$ cat src/rtl/bwt_rotation_gen_pkg.sv
// Shared definitions for the BWT rotation generator.
//   BYTE_W      : width of one block character
//   bwt_state_e : LOAD / EMIT phase encoding
//   rot_idx     : (j + k) mod column for j, k < column, without a divider
package bwt_pkg;

  localparam int unsigned BYTE_W = 8;

  // Sparse encoding leaves unused codes that the FSM folds back to LOAD.
  typedef enum logic [1:0] {
    StLoad = 2'b01,
    StEmit = 2'b10
  } bwt_state_e;

  // j + k < 2*column, so a single conditional subtract is a full modulo.
  function automatic int unsigned rot_idx(input int unsigned j,
                                          input int unsigned k,
                                          input int unsigned column);
    int unsigned sum;
    sum = j + k;
    if (sum >= column) begin
      sum = sum - column;
    end
    return sum;
  endfunction

endpackage

$ cat src/rtl/bwt_rotation_gen.sv
// Captures a block of COLUMN bytes, then emits all COLUMN cyclic rotations of it,
// one row per rot_valid/rot_ready handshake. Loading and emitting alternate.
// Ports:
//   clk, rst        : clock, synchronous active-high reset
//   in_valid/in_byte: input byte stream, first byte of a block is character 0
//   in_ready        : high while loading (LOAD state)
//   rot_row         : rotation row, element j = character j of rotation rot_index
//   rot_valid/ready : output handshake
//   rot_index       : rotation number k of the current row
//   rot_last        : high with the row for k = COLUMN-1
//   busy            : high while emitting (EMIT state)
module bwt_rotation_gen
  import bwt_pkg::*;
#(
  parameter int unsigned COLUMN = 3,
  parameter int unsigned IDX_W  = (COLUMN > 1) ? $clog2(COLUMN) : 1
) (
  input  logic              clk,
  input  logic              rst,
  input  logic              in_valid,
  input  logic [BYTE_W-1:0] in_byte,
  output logic              in_ready,
  output logic [BYTE_W-1:0] rot_row [COLUMN],
  output logic              rot_valid,
  input  logic              rot_ready,
  output logic [IDX_W-1:0]  rot_index,
  output logic              rot_last,
  output logic              busy
);

  localparam logic [IDX_W-1:0] LastIdx = IDX_W'(COLUMN - 1);

  bwt_state_e        state_q, state_d;
  logic [IDX_W-1:0]  byte_cnt_q, byte_cnt_d;
  logic [IDX_W-1:0]  rot_cnt_q, rot_cnt_d;
  logic [BYTE_W-1:0] byte_buf_q [COLUMN];
  logic [BYTE_W-1:0] byte_buf_d [COLUMN];
  logic [BYTE_W-1:0] rot_row_q [COLUMN];
  logic [BYTE_W-1:0] rot_row_d [COLUMN];
  logic              rot_valid_q, rot_valid_d;
  logic              rot_last_q, rot_last_d;

  // Row build request: when load_row is set, the row registers take rotation row_k
  // of byte_buf_d (which already contains the byte being accepted this cycle).
  logic              load_row;
  logic [IDX_W-1:0]  row_k;

  always_comb begin
    state_d     = state_q;
    byte_cnt_d  = byte_cnt_q;
    rot_cnt_d   = rot_cnt_q;
    byte_buf_d  = byte_buf_q;
    rot_valid_d = rot_valid_q;
    rot_last_d  = rot_last_q;
    load_row    = 1'b0;
    row_k       = '0;

    unique case (state_q)
      StLoad: begin
        if (in_valid) begin
          byte_buf_d[byte_cnt_q] = in_byte;
          if (byte_cnt_q == LastIdx) begin
            byte_cnt_d  = '0;
            state_d     = StEmit;
            load_row    = 1'b1;
            row_k       = '0;
            rot_cnt_d   = '0;
            rot_valid_d = 1'b1;
            rot_last_d  = (COLUMN == 1);
          end else begin
            byte_cnt_d = byte_cnt_q + 1'b1;
          end
        end
      end
      StEmit: begin
        if (rot_valid_q && rot_ready) begin
          if (rot_cnt_q == LastIdx) begin
            state_d     = StLoad;
            rot_valid_d = 1'b0;
            rot_last_d  = 1'b0;
            rot_cnt_d   = '0;
          end else begin
            load_row   = 1'b1;
            row_k      = rot_cnt_q + 1'b1;
            rot_cnt_d  = row_k;
            rot_last_d = (row_k == LastIdx);
          end
        end
      end
      default: begin
        state_d     = StLoad;
        byte_cnt_d  = '0;
        rot_cnt_d   = '0;
        rot_valid_d = 1'b0;
        rot_last_d  = 1'b0;
      end
    endcase
  end

  // Row mux: element j of rotation k is character (j + k) mod COLUMN.
  for (genvar j = 0; j < COLUMN; j++) begin : g_row
    logic [IDX_W-1:0] src_idx;
    assign src_idx      = IDX_W'(rot_idx(j, 32'(row_k), COLUMN));
    assign rot_row_d[j] = load_row ? byte_buf_d[src_idx] : rot_row_q[j];
  end

  always_ff @(posedge clk) begin
    if (rst) begin
      state_q     <= StLoad;
      byte_cnt_q  <= '0;
      rot_cnt_q   <= '0;
      rot_row_q   <= '{default: '0};
      rot_valid_q <= 1'b0;
      rot_last_q  <= 1'b0;
    end else begin
      state_q     <= state_d;
      byte_cnt_q  <= byte_cnt_d;
      rot_cnt_q   <= rot_cnt_d;
      rot_row_q   <= rot_row_d;
      rot_valid_q <= rot_valid_d;
      rot_last_q  <= rot_last_d;
    end
  end

  // Buffer contents are don't-care after reset, so no reset term.
  always_ff @(posedge clk) begin
    byte_buf_q <= byte_buf_d;
  end

  assign in_ready  = (state_q == StLoad);
  assign busy      = (state_q == StEmit);
  assign rot_row   = rot_row_q;
  assign rot_valid = rot_valid_q;
  assign rot_index = rot_cnt_q;
  assign rot_last  = rot_last_q;

endmodule

$ cat config.mk
export PLATFORM = sky130hd
export DESIGN_NAME = bwt_rotation_gen
export DESIGN_NICKNAME = d
export VERILOG_FILES = /design/src/rtl/bwt_rotation_gen_pkg.sv /design/src/rtl/bwt_rotation_gen.sv
export SDC_FILE = /design/constraint.sdc
export NUM_CORES = 1
export LEC_CHECK = 0
export BUFFER_PORTS_ARGS = -buffer_cell sky130_fd_sc_hd__buf_2
export CAP_MARGIN = 5
export CORE_ASPECT_RATIO = 1.1
export CORE_MARGIN = 4
export CORE_UTILIZATION = 56
export DETAILED_ROUTE_END_ITERATION = 8
export GPL_ROUTABILITY_DRIVEN = 0
export GPL_TIMING_DRIVEN = 1
export PLACE_DENSITY = 0.87
export SYNTH_ARGS = -nofsm -noshare
export SYNTH_HDL_FRONTEND = slang
export SYNTH_SLANG_ARGS = --single-unit
$ cat constraint.sdc
create_clock -name clk -period 2.75 [get_ports clk]
set_input_delay 0.4125 -clock clk [delete_from_list [all_inputs] [get_ports clk]]
set_output_delay 0.4125 -clock clk [all_outputs]
set_load 0.005 [all_outputs]
Word level (Yosys, flattened, before mapping)
Index checks and enable logic that the tools add are counted.

operators by class
  mux-type cells = 47
  bitwise logic cells = 5
  magnitude comparators = 8
  equal/unequal tests = 9
  $add $sub $neg = 7
  reductions and logical operators = 5

operators with widths
  cell                 count
  $mux 8               7
  $bmux 8 s2           3
  $mux 24              2
  $mux 2               15
  $bwmux 24            1
  $demux 8 s2          1
  $ge 3x3->1 const B   4
  $mux 1               12
  $not 2->3            4
  $pmux 2 s2           3
  $eq 2x2->1 const B   4
  $ge 3x2->1 const B   2
  $ne 2x1->1 const B   3
  $pmux 1 s2           3
  $sub 2x2->2 const B  3
  $add 2x1->2 const B  2
  $reduce_and 4->1     1
  $add 1x2->3 const A  1
  $add 2x2->3 const A  1
  $lt 3x1->1 const B   1
  $reduce_and 3->1     1
  $eq 2x1->1 const B   1
  $ge 2x2->1 const B   1
  $logic_and 1x1->1    2
  3 further kinds      3

word-level totals
  output and inout bits = 30
  word-level logic and storage cells = 92
  register bits after elaboration = 56
  bits of input ports = 12

Longest topological paths before layout
Gate-level depths: netlist of the first run.

  word-level depth = 11
  gate-level depth with buffers = 10
  mapped depth without buffers = 8

Worst setup path after synthesis of the first run
No wires, ideal clock.

  path kind = flip-flop to flip-flop
  start point = register state_q[1]
  end point = register rot_row_q (netlist bit rot_row[10])
  period minus slack after synthesis = 2.286 ns
  arrival = 2.194 ns
  path buffers = 2
  library setup time = 0.091 ns
  path slack = 0.464 ns
  data required time = 2.659 ns
  stages on the path, launching flop included = 10
  cells stage by stage = dfxtp_1 > ha_1 > and4b_1 > buf_4 > nand2_1 > ha_1 > nor2b_1 > buf_1 > a22oi_1 > a311oi_1

between the ends
  cells in the longest elaborated chain, start to end = 9
  elaborated cells on any way between the ends = 13
  classes of those cells = add/sub (2); order compare (1); eq/ne (2); mux (7); bitwise (1)

RTL lines
  item                                        line                                                    RTL
  start, declared                             bwt_rotation_gen.sv:33                                  bwt_state_e state_q, state_d;
  start signal, assigned                      bwt_rotation_gen.sv:109                                 state_q <= StLoad;
  start signal, assigned                      bwt_rotation_gen.sv:116                                 state_q <= state_d;
  $eq 2x2->1                                  bwt_rotation_gen.sv:58                                  unique case (state_q)
  $mux 2                                      --
  $add 1x2->3                                 bwt_rotation_gen_pkg.sv:20                              sum = j + k;
  $ge 3x2->1 or $sub 2x2->2 (tied branches)   bwt_rotation_gen_pkg.sv:21, bwt_rotation_gen_pkg.sv:22
  $mux 2                                      bwt_rotation_gen_pkg.sv:21                              if (sum >= column) begin
  $not 2->3 (not written as such)             bwt_rotation_gen.sv:104                                 assign rot_row_d[j] = load_row ? byte_buf_d[src_idx] : rot_row_q[j];
  $bmux 8 s2                                  bwt_rotation_gen.sv:104
  $mux 8 (not written as such) (2 in series)  bwt_rotation_gen.sv:104
  end signal, assigned                        bwt_rotation_gen.sv:119                                 rot_row_q <= rot_row_d;
  end, declared                               bwt_rotation_gen.sv:38                                  logic [BYTE_W-1:0] rot_row_q [COLUMN];

Several ways; a longest one is shown, not always the timed one. The select of a mux whose other input is x is not followed.
A chain may end at the register's enable or synchronous reset.

Worst setup path in the final report of the first run
  start point = register state_q[1]
  end point = register rot_row_q (netlist bit rot_row[0])

between the ends
  cells in the longest elaborated chain, start to end = 9
  elaborated cells on any way between the ends = 13
  classes of those cells = add/sub (2); order compare (1); eq/ne (2); mux (7); bitwise (1)

RTL lines
  item                                        line
  $eq 2x2->1                                  bwt_rotation_gen.sv:58
  $mux 2                                      --
  $add 2x2->3                                 bwt_rotation_gen_pkg.sv:20
  $ge 3x2->1 or $sub 2x2->2 (tied branches)   bwt_rotation_gen_pkg.sv:21, bwt_rotation_gen_pkg.sv:22
  $mux 2                                      bwt_rotation_gen_pkg.sv:21
  $not 2->3 (not written as such)             bwt_rotation_gen.sv:104
  $bmux 8 s2                                  bwt_rotation_gen.sv:104
  $mux 8 (not written as such) (2 in series)  bwt_rotation_gen.sv:104

Several ways; a longest one is shown, not always the timed one. The select of a mux whose other input is x is not followed.

==> results.txt, run 1 <==
initial DRC count -> 227
initial antenna violation count -> 0
Slowest Stage Delay on Critical Path -> 0.47 ns
Worst Path Max Fanout -> 8
Setup crit start kind -> flop
CTS max path bufs -> 2
most frequent cells after synthesis -> 54 x dfxtp_1, 28 x a21oi_1, 28 x nand2_1
RSZ-0062 raised after global routing -> no
Req. time, crit path -> 2.98 ns
# nets final -> 301
Peak VDD IR -> 0.0005251 V
filler instances -> 354
router iterations before antenna repair -> 4
initial core utilization -> 59.34%
top_reg_cell synth -> dfxtp_1
Final period util -> 92.33%
CTS tree -> built
drt wl/cell -> 18.22 um
Max Cap Viol -> 0
CP Cell Sequence -> ha_2 > and4b_2 > nand2_1 > ha_1 > and3b_2 > a22oi_1 > a311oi_1
Layout Skew -> 0.008866 ns
Slew HR -> 31.20%
postcts setup bufs -> 0
Synth area leader -> dfxtp_1
synthesized instance count -> 251
Reg clk slew, reported paths -> 0.10 ns
Area contributors post-synth -> dfxtp_1 42%, a22oi_1 6.9%, mux2_2 6.9%, a21oi_1 5.4%, a311oi_1 5.4%
die area -> 0.005796 sq mm
Die Wd -> 72.95 um
I/O pins -> 42
EDFF count, synth -> 0
worst skew pair latency -> 0.32 ns
HPWL after DPL -> 4.020 mm
Yosys cell types -> 38
PD cells -> 864.1 mW/mm^2
via count -> 2186
port buffer count -> 41
count leader, synth -> dfxtp_1
pin count of the biggest net entering global routing -> 31
setup ws final -> 0.2109 ns
Sink Count -> 54
crit path capture type -> flop
post-synth net total -> 268
vias in the first global route -> 2002
Post-DRT Antenna Nets -> 0
crit path DAT -> 2.77 ns
Synth async-reset ratio -> 0%
Slowest cell on crit path -> dfxtp_1
syn avg cell area -> 10.35 sq um
clk root buf -> clkbuf_8
min Tclk post-route -> 2.539 ns
Pleak -> 1.162 nW
grt ovf -> 0
hold buffers post-CTS -> 0
Fin Setup TNS -> 0 ns
Row Count -> 25
pre-CTS WS -> 0.1042 ns
layout cells sized above 1 -> 34.39%
number of buffers created by CTS -> 5
post-synth top area share -> 41.60%
synth warn -> 0
Final Slew Violations -> 0
Die Y -> 79.45 um
first-pass GRT wire length -> 9.908 mm
synthesized flop and latch total -> 54
critical path class -> flop to flop
Area growth, synth to finish -> 12.47%
ant diodes -> 0
Hold Path Class -> input pin to flop
GR Util All Layers -> 22.15%
Slew @ Worst Pin -> 1.032 ns
status -> finished clean
Core ar. -> 0.004379 sq mm
cts repair resizes -> 0
DRC errors left -> 0
fmax -> 393.8 MHz
via/cell ratio -> 6.448
final hold vios -> 0
Final setup viols -> 0
Total Wirelength -> 6.177 mm
H-Tree Depth -> 2
Cell Area, Synth -> 0.002599 sq mm
register area share after synthesis -> 41.60%
## worst max-delay path: cells and delay by family (launching register included)
kind,cells,cell delay (ns)
AO/OA/AOI/OAI,2,0.40
adder cells (fa/ha/maj),2,0.69
flip-flops,1,0.47
AND/OR/NAND/NOR,3,0.89
## path summary, 6_finish.rpt
| path | cells past startpoint | start | slack [ns] | to |
|---|---|---|---|---|
| hold / removal | 2 | in_byte[6] | 0.37 | byte_buf_q[22] |
| setup / recovery | 7 | state_q[1] | 0.21 | rot_row[0] |
| setup reg to reg | 7 | state_q[1] | 0.21 | rot_row[0] |
| hold reg to reg | 1 | byte_buf_q[22] | 0.50 | byte_buf_q[22] |
## metal layers
metal	vias to the layer above	part of all wire, %	routed length, um	track usage [%]
li1	1012	-	-	-
met3	17	8.9	550	4.912
met1	1044	40	2482	27.94
met5	-	0	0	0
met2	113	49	3008	35.83
met4	0	2.2	136	9.963
## cells by family (layout without fill, tap and decap cells)
group	count (synthesis)	after routing	share of synthesized area, %
AOI/OAI and AO/OA	86	86	26.05
DFF	54	54	41.60
and+or+nand+nor	54	54	11.84
muxes	26	26	12.33
buffers and inverters	26	60	5.777
adders and majority gates	5	5	2.407
## cell usage in the layout, fill, tap and decap left out, types with 2 or more instances in the layout
master    synthesis  layout
nor2_1            5       5
dfxtp_1          54      54
mux2i_1           2       2
nand2_1          28      28
clkbuf_8          0       5
a22oi_1          24      24
a311oi_2          8       8
mux2_2           16      16
mux2_4            8       8
nor2b_1           5       5
o21ai_0           2       2
a21oi_1          28      28
nand2b_1          3       3
ha_1              5       4
buf_2             6      41
a311oi_1         16      16
buf_4             2       6
inv_1             5       5
## state kept, by name, indices dropped and copies added (netlist names)
register and flops:
byte_buf_q 24, rot_row 24, state_q 2, rot_index 2, byte_cnt_q 2
## per-stage QoR
step           util [%]  hold slack [ns]  area, sq um  total power, mW  std cells
3_5_place_dp      63.60           0.4781         2785            1.964        331
6_report          66.74           0.3727         2923            2.526        339
5_1_grt           66.74           0.3706         2923            2.657        339
3_3_place_gp      63.60           0.4743         2785            1.923        331
2_1_floorplan         -           0.4642         2599            1.755        251
4_1_cts           66.29           0.3663         2903            2.515        339
## power breakdown
| group | switching (mW) | internal [mW] | total [mW] |
|---|---|---|---|
| Clock | 0.283 | 0.278 | 0.561 |
| Combinational | 0.500 | 0.410 | 0.909 |
| Sequential | 0.0755 | 0.980 | 1.06 |
## final cells by class
class | instances | area, sq um | area share [%]
multi-input combinational | 171 | 1388 | 47.47
clock inverter | 3 | 48.80 | 1.670
tap | 54 | 67.56 | 2.312
timing repair buffer | 47 | 250.2 | 8.562
sequential | 54 | 1081 | 36.99
clock buffer | 5 | 68.82 | 2.354
inverter | 5 | 18.77 | 0.6421
No activity file was read; power rests on OpenSTA's default activity.
==> inputs of run 2 (changes only) <==
--- a/config.mk
+++ b/config.mk
@@ -14,6 +14,7 @@
 export GPL_ROUTABILITY_DRIVEN = 0
 export GPL_TIMING_DRIVEN = 1
 export PLACE_DENSITY = 0.87
+export REMOVE_ABC_BUFFERS = 1
 export SYNTH_ARGS = -nofsm -noshare
 export SYNTH_HDL_FRONTEND = slang
 export SYNTH_SLANG_ARGS = --single-unit
==> results.txt, run 2 (same netlist as run 1, synthesis figures left out) <==
RR Startpoint -> rot_index[0]
drt wl/cell -> 18.56 um (+1.9%)
Worst Path Max Fanout -> 25 (+17)
status -> finished clean
Layout Skew -> 0.007505 ns (-0.001361 ns)
Post-DRT Antenna Nets -> 0 (unchanged)
Switch Pwr -> 839.3 uW (-2.2%)
hold buffers post-CTS -> 0 (unchanged)
Reg clk slew, reported paths -> 0.10 ns (about the same)
Logic pwr share -> 37.0% (+1.0 points)
Max Cap Viol -> 0 (unchanged)
Slowest cell on crit path -> o31ai_4
Core ar. -> 0.004379 sq mm (unchanged)
port buffer count -> 41 (unchanged)
design area -> 0.002928 sq mm (+0.17%)
min Tclk post-route -> 2.520 ns (-0.01956 ns)
number of buffers created by CTS -> 5 (unchanged)
Final setup viols -> 0 (unchanged)
initial core utilization -> 59.34% (unchanged)
crit path capture type -> flop
clk root buf -> clkbuf_8
H-Tree Depth -> 2 (unchanged)
Stages on worst setup path -> 4 (-3)
Setup crit start kind -> flop
cts repair resizes -> 0 (unchanged)
pin count of the biggest net entering global routing -> 31 (unchanged)
crit path buf inv count -> 0 (unchanged)
HPWL after DPL -> 4.226 mm (+5.1%)
FF/Latch Area -> 0.001081 sq mm (unchanged)
Clock Power Share -> 20.0% (-2.2 points)
Slew @ Worst Pin -> 1.024 ns (-0.007602 ns)
family with the most delay on the worst path -> compound AO/OA/AOI/OAI gates
Req. time, crit path -> 2.91 ns (-0.07 ns)
Peak VDD IR -> 0.0006324 V (+20%)
RR Endpoint -> rot_row[9]
grt ovf -> 0 (unchanged)
CTS max path bufs -> 2 (unchanged)
Int Pwr -> 1.615 mW (-3.1%)
router iterations before antenna repair -> 5 (+1)
Total Power -> 2.455 mW (-2.8%)
Pleak -> 1.168 nW (+0.55%)
commonest non-fill, non-tap cell in the layout -> dfxtp_1
CP Cell Sequence -> nor2b_1 > o31ai_4 > and2_4 > a311oi_1
Final period util -> 91.62% (-0.71 points)
area post-placement -> 0.002800 sq mm (+0.54%)
I/O pins -> 42 (unchanged)
initial antenna violation count -> 0 (unchanged)
Area growth, synth to finish -> 12.66%
die area -> 0.005796 sq mm (unchanged)
switch share -> 34.19% (+0.20 points)
DRC errors left -> 0 (unchanged)
Setup crit start -> rot_index[0]
Slowest Stage Delay on Critical Path -> 0.84 ns (+0.37 ns)
initial DRC count -> 257 (+13%)
Row Count -> 25 (unchanged)
crit path DAT -> 2.68 ns (-0.09 ns)
most frequent cells in the layout -> 54 x dfxtp_1, 41 x buf_2, 28 x nand2_1, 28 x a21oi_1, 24 x a22oi_1
Sink Count -> 54 (unchanged)
postcts setup bufs -> 0 (unchanged)
Hold Path Class -> input pin to flop
Die Wd -> 72.95 um (unchanged)
GR Util All Layers -> 23.11% (+0.96 points)
filler instances -> 349 (-1.4%)
fmax -> 396.9 MHz (+0.78%)
first-pass GRT wire length -> 10.43 mm (+5.3%)
via/cell ratio -> 6.296 (-2.4%)
critical path class -> flop to flop
Final Slew Violations -> 0 (unchanged)
PD cells -> 838.4 mW/mm^2 (-3.0%)
via count -> 2147 (-1.8%)
Die Y -> 79.45 um (unchanged)
CTS tree -> built
register share of total power -> 43.0% (+1.2 points)
area occupied by multi-input gates -> 0.001390 sq mm (+0.18%)
vias in the first global route -> 2019 (+0.85%)
worst skew pair latency -> 0.31 ns (about the same)
final hold vios -> 0 (unchanged)
layout cells sized above 1 -> 34.84% (+0.46 points)
r2r setup slk -> 0.23 ns (+0.02 ns)
Fin Setup TNS -> 0 ns (unchanged)
# nets final -> 303 (+0.66%)
Slew HR -> 31.71% (+0.51 points)
FF-to-FF path depth -> 4 (-3)
Setup crit end -> rot_row[9]
Total Wirelength -> 6.329 mm (+2.5%)
ant diodes -> 0 (unchanged)
run 2: metrics by stage:
| step | hold WS (ns) | setup slack [ns] | util (%) | std cells |
|---|---|---|---|---|
| finish | 0.3922 | 0.2305 | 66.86 | 341 |
| global route | 0.3836 | -0.009590 | 66.86 | 341 |
| CTS | 0.3852 | 0.08815 | 66.34 | 341 |
| detailed placement | 0.4764 | 0.1517 | 63.94 | 333 |
| global placement | 0.4719 | 0.2912 | 63.94 | 333 |
| floorplan | 0.4643 | 0.3699 | - | 230 |
run 2: power groups by stage:
stage               registers [mW]  clock network, mW  logic [mW]
floorplan                     1.05                  0       0.658
finish                        1.06              0.492       0.908
detailed placement            1.07                  0       0.889
global placement              1.06                  0       0.862
global route                  1.07              0.528       0.990
CTS                           1.05              0.496       0.896
run 2: final cells by class:
class / instances / share of cell area [%]
Timing Repair Buffer: 49 / 9.060
Sequential cell: 54 / 36.92
Clock inverter: 1 / 0.2991
Clock buffer: 7 / 3.291
Inverter: 5 / 0.6410
Multi-Input combinational cell: 171 / 47.48
Tap cell: 54 / 2.308
run 2: how the worst min path moves through the flow:
stage	depth (start not counted)	startpoint	to	slack (ns)
finish	2	in_byte[6]	byte_buf_q[22]	0.39
CTS	2	in_byte[7]	byte_buf_q[23]	0.39
global route	2	in_byte[7]	byte_buf_q[23]	0.38
global placement	1	byte_buf_q[19]	byte_buf_q[19]	0.47
detailed placement	1	byte_buf_q[20]	byte_buf_q[20]	0.48
floorplan	1	byte_buf_q[16]	byte_buf_q[16]	0.46
run 2: per-layer routing:
layer / GRT usage [%] / part of all wire, %
met5: 0 / 0
met2: 37.00 / 48
met1: 31.52 / 43
met4: 5.720 / 1.3
met3: 5.038 / 6.9
==> inputs of run 3 (changes only) <==
--- a/config.mk
+++ b/config.mk
@@ -10,6 +10,7 @@
 export CORE_ASPECT_RATIO = 1.1
 export CORE_MARGIN = 4
 export CORE_UTILIZATION = 56
+export CTS_BUF_LIST = sky130_fd_sc_hd__clkbuf_16
 export DETAILED_ROUTE_END_ITERATION = 8
 export GPL_ROUTABILITY_DRIVEN = 0
 export GPL_TIMING_DRIVEN = 1
==> results.txt, run 3 (same netlist as run 1, synthesis figures left out) <==
min Tclk post-route -> 2.543 ns (+0.02373 ns)
pin count of the biggest net entering global routing -> 31 (unchanged)
Sink Count -> 54 (unchanged)
Worst Hold Launch -> in_byte[1]
crit path capture type -> flop
Pleak -> 1.175 nW (+0.58%)
RSZ-0062 raised after global routing -> no
Die Y -> 79.45 um (unchanged)
status -> finished clean
clk root buf -> clkbuf_16
Peak VDD IR -> 0.0005255 V (-17%)
final hold vios -> 0 (unchanged)
GR Util All Layers -> 23.32% (+0.21 points)
Hold Path Class -> input pin to flop
grt ovf -> 0 (unchanged)
PD cells -> 871.1 mW/mm^2 (+3.9%)
Final period util -> 92.48% (+0.86 points)
Slew @ Worst Pin -> 1.011 ns (-0.01311 ns)
Total Power -> 2.573 mW (+4.8%)
vias in the first global route -> 2061 (+2.1%)
drt wl/cell -> 18.43 um (-0.68%)
initial core utilization -> 59.34% (unchanged)
Worst Path Max Fanout -> 8 (-68%)
Final setup viols -> 0 (unchanged)
Fin Setup TNS -> 0 ns (unchanged)
I/O pins -> 42 (unchanged)
Post-DRT Antenna Nets -> 0 (unchanged)
port buffer count -> 41 (unchanged)
Final Slew Violations -> 0 (unchanged)
Slew HR -> 32.59% (+0.87 points)
first-pass GRT wire length -> 10.47 mm (+0.40%)
die area -> 0.005796 sq mm (unchanged)
H-Tree Depth -> 2 (unchanged)
Layout Skew -> 0.003240 ns (-0.004265 ns)
Core ar. -> 0.004379 sq mm (unchanged)
Post-Layout Cell Count -> 341 (unchanged)
placed instance count -> 333 (unchanged)
# nets final -> 303 (unchanged)
Area growth, synth to finish -> 13.67%
Reg clk slew, reported paths -> 0.07 ns (-0.03 ns)
via count -> 2134 (-0.61%)
WHS -> 0.4156 ns (+0.02344 ns)
most frequent cells in the layout -> 54 x dfxtp_1, 41 x buf_2, 28 x nand2_1, 28 x a21oi_1, 24 x a22oi_1
layout cells sized above 1 -> 34.15% (-0.70 points)
postcts setup bufs -> 0 (unchanged)
Row Count -> 25 (unchanged)
crit path DAT -> 2.75 ns (+0.07 ns)
RR Startpoint -> state_q[1]
Setup crit start -> state_q[1]
number of buffers created by CTS -> 5 (unchanged)
DRC errors left -> 0 (unchanged)
Die Wd -> 72.95 um (unchanged)
ant diodes -> 0 (unchanged)
initial antenna violation count -> 0 (unchanged)
Max Cap Viol -> 0 (unchanged)
HPWL after DPL -> 4.226 mm (unchanged)
via/cell ratio -> 6.258 (-0.61%)
initial DRC count -> 207 (-19%)
CTS max path bufs -> 2 (unchanged)
worst skew pair latency -> 0.29 ns (-0.02 ns)
Total Wirelength -> 6.286 mm (-0.68%)
Setup crit start kind -> flop
CTS tree -> built
fmax -> 393.2 MHz (-0.93%)
router iterations before antenna repair -> 4 (-1)
commonest non-fill, non-tap cell in the layout -> dfxtp_1
Req. time, crit path -> 2.96 ns (+0.05 ns)
critical path class -> flop to flop
==> run 3: changes by cell type in the layout (fill, tap and decap cells not counted), sizes merged <==
cell / before / now
clkinv: 1 / 3
clkbuf: 7 / 5
==> run 3: worst max-delay path: stages (launching register included) <==
cell      delay [ns]
dfxtp_1         0.44
ha_2            0.29
and4b_2         0.37
nand2_1         0.11
ha_1            0.43
a21boi_2        0.42
nand2_1         0.14
a311oi_2        0.26
==> run 3: per-layer routing <==
layer	up-vias	global-route usage [%]	share of wire, %
met5	-	0	0
met2	82	37.73	50
met3	10	4.660	7.0
met4	0	7.380	1.4
li1	1020	-	-
met1	1022	31.05	42
==> run 3: worst paths after layout <==
| kind | to | slack (ns) | cells past startpoint |
|---|---|---|---|
| setup reg to reg | rot_row[7] | 0.21 | 7 |
| hold reg to reg | byte_buf_q[17] | 0.50 | 1 |
| hold / removal | byte_buf_q[17] | 0.42 | 2 |
| setup / recovery | rot_row[7] | 0.21 | 7 |
==> run 3: cell type report <==
type / count / area [sq um]
fillers: 347 / 1425
multi-input cells: 171 / 1380
flip-flops and latches: 54 / 1081
repair buffers: 49 / 265.3
clock buffers: 5 / 125.1
well taps: 54 / 67.56
inverters: 5 / 18.77
clock inverters: 3 / 16.27
==> run 3: stage by stage <==
| stage | instance area, sq um | worst slack (ns) | util (%) |
|---|---|---|---|
| after detailed placement | 2800 | 0.1517 | 63.94 |
| after global placement | 2800 | 0.2912 | 63.94 |
| after CTS | 2942 | 0.1378 | 67.17 |
| after global routing | 2954 | 0.008531 | 67.46 |
| final | 2954 | 0.2067 | 67.46 |
| after floorplan | 2467 | 0.3699 | - |
==> run 3: report_power, final <==
part | total [mW] | internal, mW | switching [mW]
combinational | 0.911 | 0.404 | 0.508
clock | 0.605 | 0.333 | 0.272
sequential | 1.06 | 0.981 | 0.0754
total | 2.57 | 1.72 | 0.855
==> run 3: repair_timing <==
item | 4_1_cts | 5_1_grt
hold buffers | 0 | 0
endpoints found under the setup margin | 0 | 19
gates resized for setup | 0 | 4
